==> src/rtl/bitserial_alu_seq.sv <==
// Bit-serial ALU sequencer: walks an external single-bit ALU slice across a
// WIDTH-bit operation one bit per clock, LSB first. It keeps the carry between
// cycles, runs the SLT less/set feedback pass, and registers result and flags.
module bitserial_alu_seq #(
    parameter int WIDTH = 32
) (
    input  logic             clk,
    input  logic             reset,
    input  logic             start,
    input  logic [WIDTH-1:0] a,
    input  logic [WIDTH-1:0] b,
    input  logic [2:0]       alu_control,
    output logic             busy,
    output logic             done,
    output logic [WIDTH-1:0] result,
    output logic             zero,
    output logic             overflow,
    output logic             slice_a,
    output logic             slice_b,
    output logic             slice_cin,
    output logic             slice_addsub,
    output logic             slice_less,
    output logic [2:0]       slice_control,
    input  logic             slice_result,
    input  logic             slice_cout,
    input  logic             slice_set
);

    localparam int IW = (WIDTH > 2) ? $clog2(WIDTH) : 1;

    localparam logic [2:0] OP_ADD = 3'd2;
    localparam logic [2:0] OP_SUB = 3'd6;
    localparam logic [2:0] OP_SLT = 3'd7;

    typedef enum logic [1:0] {
        S_IDLE,
        S_RUN,
        S_SLT_FIX,
        S_DONE
    } state_t;

    state_t           state, state_next;
    logic [WIDTH-1:0] a_q, b_q;
    logic [2:0]       op_q;
    logic [IW-1:0]    idx;
    logic             carry;
    logic             sign_q;
    logic [WIDTH-1:0] result_q;
    logic             zero_q;
    logic             ovf_q;

    logic             last_bit;
    logic             sub_op;
    logic             arith_op;
    logic             start_sub;
    logic [WIDTH-1:0] result_run_next;

    assign last_bit  = (idx == IW'(WIDTH - 1));
    assign sub_op    = (op_q == OP_SUB) || (op_q == OP_SLT);
    assign arith_op  = sub_op || (op_q == OP_ADD);
    assign start_sub = (alu_control == OP_SUB) || (alu_control == OP_SLT);

    assign busy     = (state != S_IDLE);
    assign done     = (state == S_DONE);
    assign result   = result_q;
    assign zero     = zero_q;
    assign overflow = ovf_q;

    // State register.
    always_ff @(posedge clk) begin
        // NOTE: sequential state is written with <= so every register samples
        // pre-edge values, independent of the order of statements.
        if (reset) state <= S_IDLE;
        else       state <= state_next;
    end

    // Next-state logic.
    always_comb begin
        // NOTE: every comb output gets a default first, so no path through
        // the case can leave it unassigned and infer a latch.
        state_next = state;
        case (state)
            S_IDLE:    if (start) state_next = S_RUN;
            S_RUN:     if (last_bit) state_next = (op_q == OP_SLT) ? S_SLT_FIX : S_DONE;
            S_SLT_FIX: state_next = S_DONE;
            S_DONE:    state_next = S_IDLE;
            default:   state_next = S_IDLE;
        endcase
    end

    // Slice drive: purely from registered state, so there is no combinational
    // loop through the external slice.
    always_comb begin
        slice_a       = 1'b0;
        slice_b       = 1'b0;
        slice_cin     = 1'b0;
        slice_addsub  = 1'b0;
        slice_less    = 1'b0;
        slice_control = 3'd0;
        case (state)
            S_RUN: begin
                slice_a       = a_q[idx];
                slice_b       = b_q[idx];
                slice_cin     = carry;
                slice_addsub  = sub_op;
                slice_control = (op_q == OP_SLT) ? OP_SUB : op_q;
            end
            S_SLT_FIX: begin
                slice_a       = a_q[0];
                slice_b       = b_q[0];
                slice_less    = sign_q ^ ovf_q;
                slice_control = OP_SLT;
            end
            default: ;
        endcase
    end

    // Result with the current slice bit merged in at the active bit position.
    always_comb begin
        result_run_next      = result_q;
        result_run_next[idx] = slice_result;
    end

    // Operand capture, carry chain, result assembly and flags.
    always_ff @(posedge clk) begin
        if (reset) begin
            a_q      <= '0;
            b_q      <= '0;
            op_q     <= 3'd0;
            idx      <= '0;
            carry    <= 1'b0;
            sign_q   <= 1'b0;
            result_q <= '0;
            zero_q   <= 1'b0;
            ovf_q    <= 1'b0;
        end else begin
            case (state)
                S_IDLE: begin
                    if (start) begin
                        a_q      <= a;
                        b_q      <= b;
                        op_q     <= alu_control;
                        idx      <= '0;
                        carry    <= start_sub;
                        result_q <= '0;
                    end
                end
                S_RUN: begin
                    result_q <= result_run_next;
                    carry    <= slice_cout;
                    if (last_bit) begin
                        idx    <= '0;
                        ovf_q  <= arith_op ? (carry ^ slice_cout) : 1'b0;
                        sign_q <= slice_set;
                        // SLT gets its zero flag after the fix-up pass.
                        if (op_q != OP_SLT) zero_q <= (result_run_next == '0);
                    end else begin
                        idx <= idx + 1'b1;
                    end
                end
                S_SLT_FIX: begin
                    result_q <= {{(WIDTH-1){1'b0}}, slice_result};
                    zero_q   <= ~slice_result;
                end
                default: ;
            endcase
        end
    end

endmodule

==> config.mk <==
export PLATFORM = sky130hd
export DESIGN_NAME = bitserial_alu_seq
export DESIGN_NICKNAME = d
export VERILOG_FILES = /design/src/rtl/bitserial_alu_seq.sv
export SDC_FILE = /design/constraint.sdc
export NUM_CORES = 1
export LEC_CHECK = 0
export CAP_MARGIN = 25
export CORE_ASPECT_RATIO = 0.7
export CORE_MARGIN = 4
export CORE_UTILIZATION = 30
export DETAILED_ROUTE_END_ITERATION = 12
export DONT_BUFFER_PORTS = 1
export PLACE_DENSITY = 0.46
export SLEW_MARGIN = 20
export SYNTH_ARGS = -nofsm -noshare
export SYNTH_HDL_FRONTEND = slang
export SYNTH_SLANG_ARGS = --single-unit
==> constraint.sdc <==
create_clock -name clk -period 6.4 [get_ports clk]
set_input_delay 1.28 -clock clk [delete_from_list [all_inputs] [get_ports clk]]
set_output_delay 1.28 -clock clk [all_outputs]
set_load 0.05 [all_outputs]
==> flow_metrics.env, run 1 <==
export IMPL_drt_initial_drc_count=382
export IMPL_max_slew_worst_pin_slew_ns=1.05
export IMPL_die_h_um=121
export IMPL_hold_class="flop to flop"
export IMPL_cts_hold_buf=0
export IMPL_drive_gt1_share_pct=10.5
export IMPL_grt_pass1_vias=4392
export IMPL_max_cap_violations=0
export IMPL_p_total_mw=2.04
export IMPL_max_vdd_ir_drop_mv=0.168
export IMPL_grt_max_degree=112
export IMPL_post_cts_buffers=0
export IMPL_ys_seq_area_share_pct=40.0
export IMPL_crit_top_cell="mux4_2"
export IMPL_overflow=0
export IMPL_io_pins=117
export IMPL_powerDensity_nw_per_um2=342
export IMPL_finClkSkew_ns=0.00678
export IMPL_grtUsageTotal_pct=15.2
export IMPL_max_freq_mhz=239
export IMPL_n_antenna_cell=0
export IMPL_async_reset_ff_share_pct=0
export IMPL_synthTopCellsByCount="nand2_1 (145), dfxtp_1 (110), a21oi_1 (102)"
export IMPL_critPathRequiredTime_ns=5.12
export IMPL_slew_headroom_pct=29.3
export IMPL_synth_cell_area_um2=5500
export IMPL_drcViolationCount=0
export IMPL_vias=4498
export IMPL_synth_edf_count=0
export IMPL_core_area_um2=18000
export IMPL_avgSynthCellArea_um2=8.32
export IMPL_die_w_um=170
export IMPL_start_util_pct=30.5
export IMPL_dr_pass1_iters=5
export IMPL_p_leak_nw=2.12
export IMPL_crit_arrival_ns=2.90
export IMPL_grt_pass1_wl_um=24500
export IMPL_cts_resized=0
export IMPL_dominantRegCellSynth="dfxtp_1"
export IMPL_synth_top_area_share_pct=40.0
export IMPL_die_area_um2=20600
export IMPL_critPathSlowestCell="o31ai_2"
export IMPL_post_dp_hpwl_um=11000
export IMPL_run_status="finished clean"
export IMPL_yosysWarnings=0
export IMPL_clock_sinks=110
export IMPL_cts_made_buffers=9
export IMPL_clock_path_buffers=2
export IMPL_finalSetupViolations=0
export IMPL_syn_inst=661
export IMPL_fin_crit_sh_pct=65.4
export IMPL_ys_ff_latch=110
export IMPL_timing_final_hold_violations=0
export IMPL_num_rows=41
export IMPL_ys_types=45
export IMPL_tns_ns=0
export IMPL_clk_pin_slew_ns=0.08
export IMPL_vias_per_cell=5.21
export IMPL_min_period_ns=4.18
export IMPL_rsz0062_at_grt="no"
export IMPL_synth_area_leaders="dfxtp_1 (40%), nand2_1 (9.9%), a21oi_1 (9.3%)"
export IMPL_clock_latency_ns=0.36
export IMPL_slew_violations=0
export IMPL_root_buffer="clkbuf_16"
export IMPL_htree_levels=3
export IMPL_gp_congestion=0.779
export IMPL_crit_chain="buf_4 > mux4_2 > mux4_2 > nor2_1 > o31ai_2"
export IMPL_slowest_delay_ns=0.88
export IMPL_post_drt_wl_per_cell_um=18.1
export IMPL_grt_antenna_before_repair=0
export IMPL_io_buffers=0
export IMPL_antenna_left=0
export IMPL_yosysMostFrequentCell="nand2_1"
export IMPL_nNetsFinal=708
export IMPL_wl_um=15600
export IMPL_critPathKind="flop to output pin"
export IMPL_crit_fanout=14
export IMPL_cts_tree="yes"
export IMPL_synthesis_nets=746
export IMPL_startpoint_type="flop"
export IMPL_yosysTopAreaCell="dfxtp_1"
export IMPL_syn_to_final_growth_pct=8.26
export IMPL_endpoint_kind="output pin"
critical path: cells and delay by family, from the launching register on:
family	cells	cell delay [ns]
DFF	1	0.75
and+or+nand+nor	1	0.05
muxes	2	0.50
buffers and inverters	1	0.36
AOI/OAI and AO/OA	1	0.88
routing by layer:
layer | wire length [um] | vias to the layer above | track usage, %
li1 | - | 2227 | -
met1 | 7500 | 2115 | 21.8
met2 | 6400 | 141 | 20.9
met3 | 1470 | 15 | 5.83
met4 | 269 | 0 | 5.03
met5 | 0 | - | 0
cells by family (layout without fill, tap and decap cells):
family	Yosys count	after routing	share of synthesized area, %
xor+xnor	2	2	0.319
fa+ha+maj	12	12	2.73
simple gates	273	273	23.2
flops	110	110	40.0
mux	51	51	13.9
buf+inv	69	36	5.30
compound gates	144	144	14.5
stage by stage:
stage | utilization (%) | worst slack, ns | hold slack, ns | area (um^2) | std cells
after floorplan | - | 2.47 | 0.433 | 5500 | 661
after global placement | 31.2 | 2.64 | 0.439 | 5630 | 848
after detailed placement | 31.2 | 2.55 | 0.441 | 5630 | 848
after CTS | 33.1 | 2.15 | 0.451 | 5950 | 864
after global routing | 33.1 | 2.00 | 0.477 | 5950 | 864
final | 33.1 | 2.22 | 0.453 | 5950 | 864
path summary, 6_finish.rpt:
check	from	to	slack, ns	cells after the start
worst max register to register	idx[0]	zero	2.92	9
worst min register to register	b_q[22]	b_q[22]	0.45	2
worst min-delay path	b_q[22]	b_q[22]	0.45	2
worst max-delay path	idx[0]	slice_a	2.22	5
where the power goes:
part,internal (mW),switching (mW)
registers,0.769,0.0712
clock network,0.349,0.275
logic,0.180,0.393
total,1.30,0.739
cells in the final DEF, fill, tap and decap left out, drive strengths merged, types with 4 or more instances in the layout:
master	n
ha	12
mux2i	14
a22oi	16
nand2b	6
nor2	53
a21oi	102
nor3	6
nand2	145
nand4	11
nand4b	10
nand3	8
nor4bb	8
nor2b	8
inv	15
nor4b	4
o21ai	12
mux2	19
mux4	18
clkbuf	9
dfxtp	110
buf	8
final cells by class:
cell class	count	area, um^2
Fill cell	1845	12100
Multi-Input combinational cell	482	3020
Sequential cell	110	2200
Tap cell	236	295
Clock buffer	9	225
Clock inverter	7	103
Timing Repair Buffer	8	60.1
Inverter	12	45.0
registers in the layout, indices dropped and copies added (netlist names):
| register | cells |
|---|---|
| zero | 1 |
| b_q | 32 |
| idx | 5 |
| op_q | 3 |
| carry | 1 |
| a_q | 32 |
| state | 2 |
| result | 32 |
| overflow | 1 |
| sign_q | 1 |
Note: power is estimated with default switching activity, not from simulation.
==> run 2: changes to the inputs <==
--- a/config.mk
+++ b/config.mk
@@ -11,7 +11,7 @@
 export CORE_UTILIZATION = 30
 export DETAILED_ROUTE_END_ITERATION = 12
 export DONT_BUFFER_PORTS = 1
-export PLACE_DENSITY = 0.46
+export PLACE_DENSITY = 0.47
 export SLEW_MARGIN = 20
 export SYNTH_ARGS = -nofsm -noshare
 export SYNTH_HDL_FRONTEND = slang
==> constraint.sdc (replaced) <==
create_clock -name clk -period 3.51 [get_ports clk]
set_input_delay 0.702 -clock clk [delete_from_list [all_inputs] [get_ports clk]]
set_output_delay 0.702 -clock clk [all_outputs]
set_load 0.05 [all_outputs]
==> run 2 against run 1 <==
Effect of this change: first-iteration DRC count is 1.3% higher; die area stayed put; sequential share of layout area is 0.52 points lower; highest routed layer unchanged.
==> flow_metrics.env, run 2 (synthesis results as in run 1) <==
export IMPL_finalSetupViolations=0
export IMPL_cts_resized=0
export IMPL_seq_area_um2=2200
export IMPL_antenna_left=0
export IMPL_slew_headroom_pct=35.6
export IMPL_grt_pass1_wl_um=24900
export IMPL_timing_final_hold_violations=0
export IMPL_power_frac_clock_pct=31.4
export IMPL_cts_hold_buf=0
export IMPL_post_cts_buffers=0
export IMPL_nNetsFinal=717
export IMPL_clk_pin_slew_ns=0.08
export IMPL_endpoint_kind="output pin"
export IMPL_io_pins=117
export IMPL_num_rows=41
export IMPL_final_core_util_pct=33.5
export IMPL_combinationalPowerShare_pct=28.3
export IMPL_htree_levels=3
export IMPL_grt_antenna_before_repair=0
export IMPL_cp_top_family="multiplexers"
export IMPL_max_cap_violations=0
export IMPL_slew_violations=0
export IMPL_root_buffer="clkbuf_16"
export IMPL_powerDensity_nw_per_um2=625
export IMPL_path_buf_inv=2
export IMPL_syn_to_final_growth_pct=9.81
export IMPL_crit_fanout=9
export IMPL_clock_latency_ns=0.35
export IMPL_min_period_ns=3.28
export IMPL_drive_gt1_share_pct=11.6
export IMPL_vias=4540
export IMPL_p_total_mw=3.77
export IMPL_drcViolationCount=0
export IMPL_die_area_um2=20600
export IMPL_tns_ns=0
export IMPL_max_freq_mhz=304
export IMPL_gp_congestion=0.790
export IMPL_layout_common_cells="nand2_1 (144), dfxtp_1 (110), a21oi_1 (101)"
export IMPL_seq_power_share_pct=40.3
export IMPL_clock_path_buffers=2
export IMPL_grt_max_degree=112
export IMPL_hold_class="input port to flop"
export IMPL_post_dp_hpwl_um=11200
export IMPL_finClkSkew_ns=0.00847
export IMPL_startpoint_type="flop"
export IMPL_post_drt_wl_per_cell_um=17.8
export IMPL_grtUsageTotal_pct=15.2
export IMPL_grt_pass1_vias=4391
export IMPL_run_status="finished clean"
export IMPL_multi_input_area_um2=3020
export IMPL_n_antenna_cell=0
export IMPL_rsz0062_at_grt="no"
export IMPL_final_common_cell="nand2_1"
export IMPL_whs_ns=0.419
export IMPL_critPathRequiredTime_ns=2.81
export IMPL_drt_initial_drc_count=387
export IMPL_start_util_pct=30.5
export IMPL_wl_um=15600
export IMPL_dr_pass1_iters=5
export IMPL_crit_arrival_ns=2.58
export IMPL_place_area_um2=5690
export IMPL_clock_sinks=110
export IMPL_vias_per_cell=5.21
export IMPL_max_slew_worst_pin_slew_ns=0.965
export IMPL_critPathKind="flop to output pin"
export IMPL_die_w_um=170
export IMPL_die_h_um=121
export IMPL_io_buffers=0
export IMPL_p_switching_mw=1.31
export IMPL_cts_tree="yes"
export IMPL_core_area_um2=18000
export IMPL_crit_chain="buf_4 > mux4_2 > mux4_2 > nor2_1 > o31ai_2 > buf_4"
export IMPL_switching_share_pct=34.8
export IMPL_p_leak_nw=2.17
export IMPL_slowest_delay_ns=0.53
export IMPL_fillers=1849
export IMPL_final_cell_area_um2=6040
export IMPL_p_int_mw=2.46
export IMPL_max_vdd_ir_drop_mv=0.269
export IMPL_cts_made_buffers=9
export IMPL_overflow=0
export IMPL_critPathSlowestCell="mux4_2"
export IMPL_fin_crit_sh_pct=93.6
[run 2: per-stage QoR]
step / std cells / setup slack, ns
2_1_floorplan: 661 / 0.156
3_3_place_gp: 857 / 0.614
3_5_place_dp: 857 / 0.569
4_1_cts: 872 / 0.172
5_1_grt: 872 / 0.0861
6_report: 872 / 0.225
[run 2: per-layer routing]
metal | track usage, % | share of wire (%) | vias to the layer above
li1 | - | - | 2245
met1 | 22.7 | 50 | 2150
met2 | 20.8 | 40 | 133
met3 | 5.60 | 8.7 | 12
met4 | 3.17 | 0.92 | 0
met5 | 0 | 0 | -
[run 2: area by class of cell]
type	count	share of cell area, %
multi-input combinational	482	50.1
clock inverter	5	1.76
clock buffer	10	3.96
timing repair buffer	17	2.11
sequential	110	36.5
inverter	12	0.746
tap	236	4.89
[run 2: power groups by stage]
stage          clock network (mW)  logic (mW)  registers, mW
2_1_floorplan                   0       0.847           1.50
3_3_place_gp                    0        1.06           1.55
3_5_place_dp                    0        1.08           1.55
4_1_cts                      1.23        1.08           1.52
5_1_grt                      1.27        1.21           1.54
6_report                     1.19        1.07           1.52
[run 2: worst paths after layout]
path | startpoint | to | slack (ns) | depth (start not counted)
worst max-delay path | idx[0] | slice_b | 0.23 | 6
worst min-delay path | reset | result[17] | 0.42 | 1
worst max register to register | idx[3] | zero | 0.60 | 6
worst min register to register | a_q[25] | a_q[25] | 0.46 | 2
[run 2: worst reg2reg max path: stages, from the launching register on]
cell and delay, ns:
dfxtp_1 0.91, buf_4 0.36, nor4bb_1 0.42, mux2_2 0.41
nor4_1 0.31, a21boi_0 0.26, a41o_1 0.19
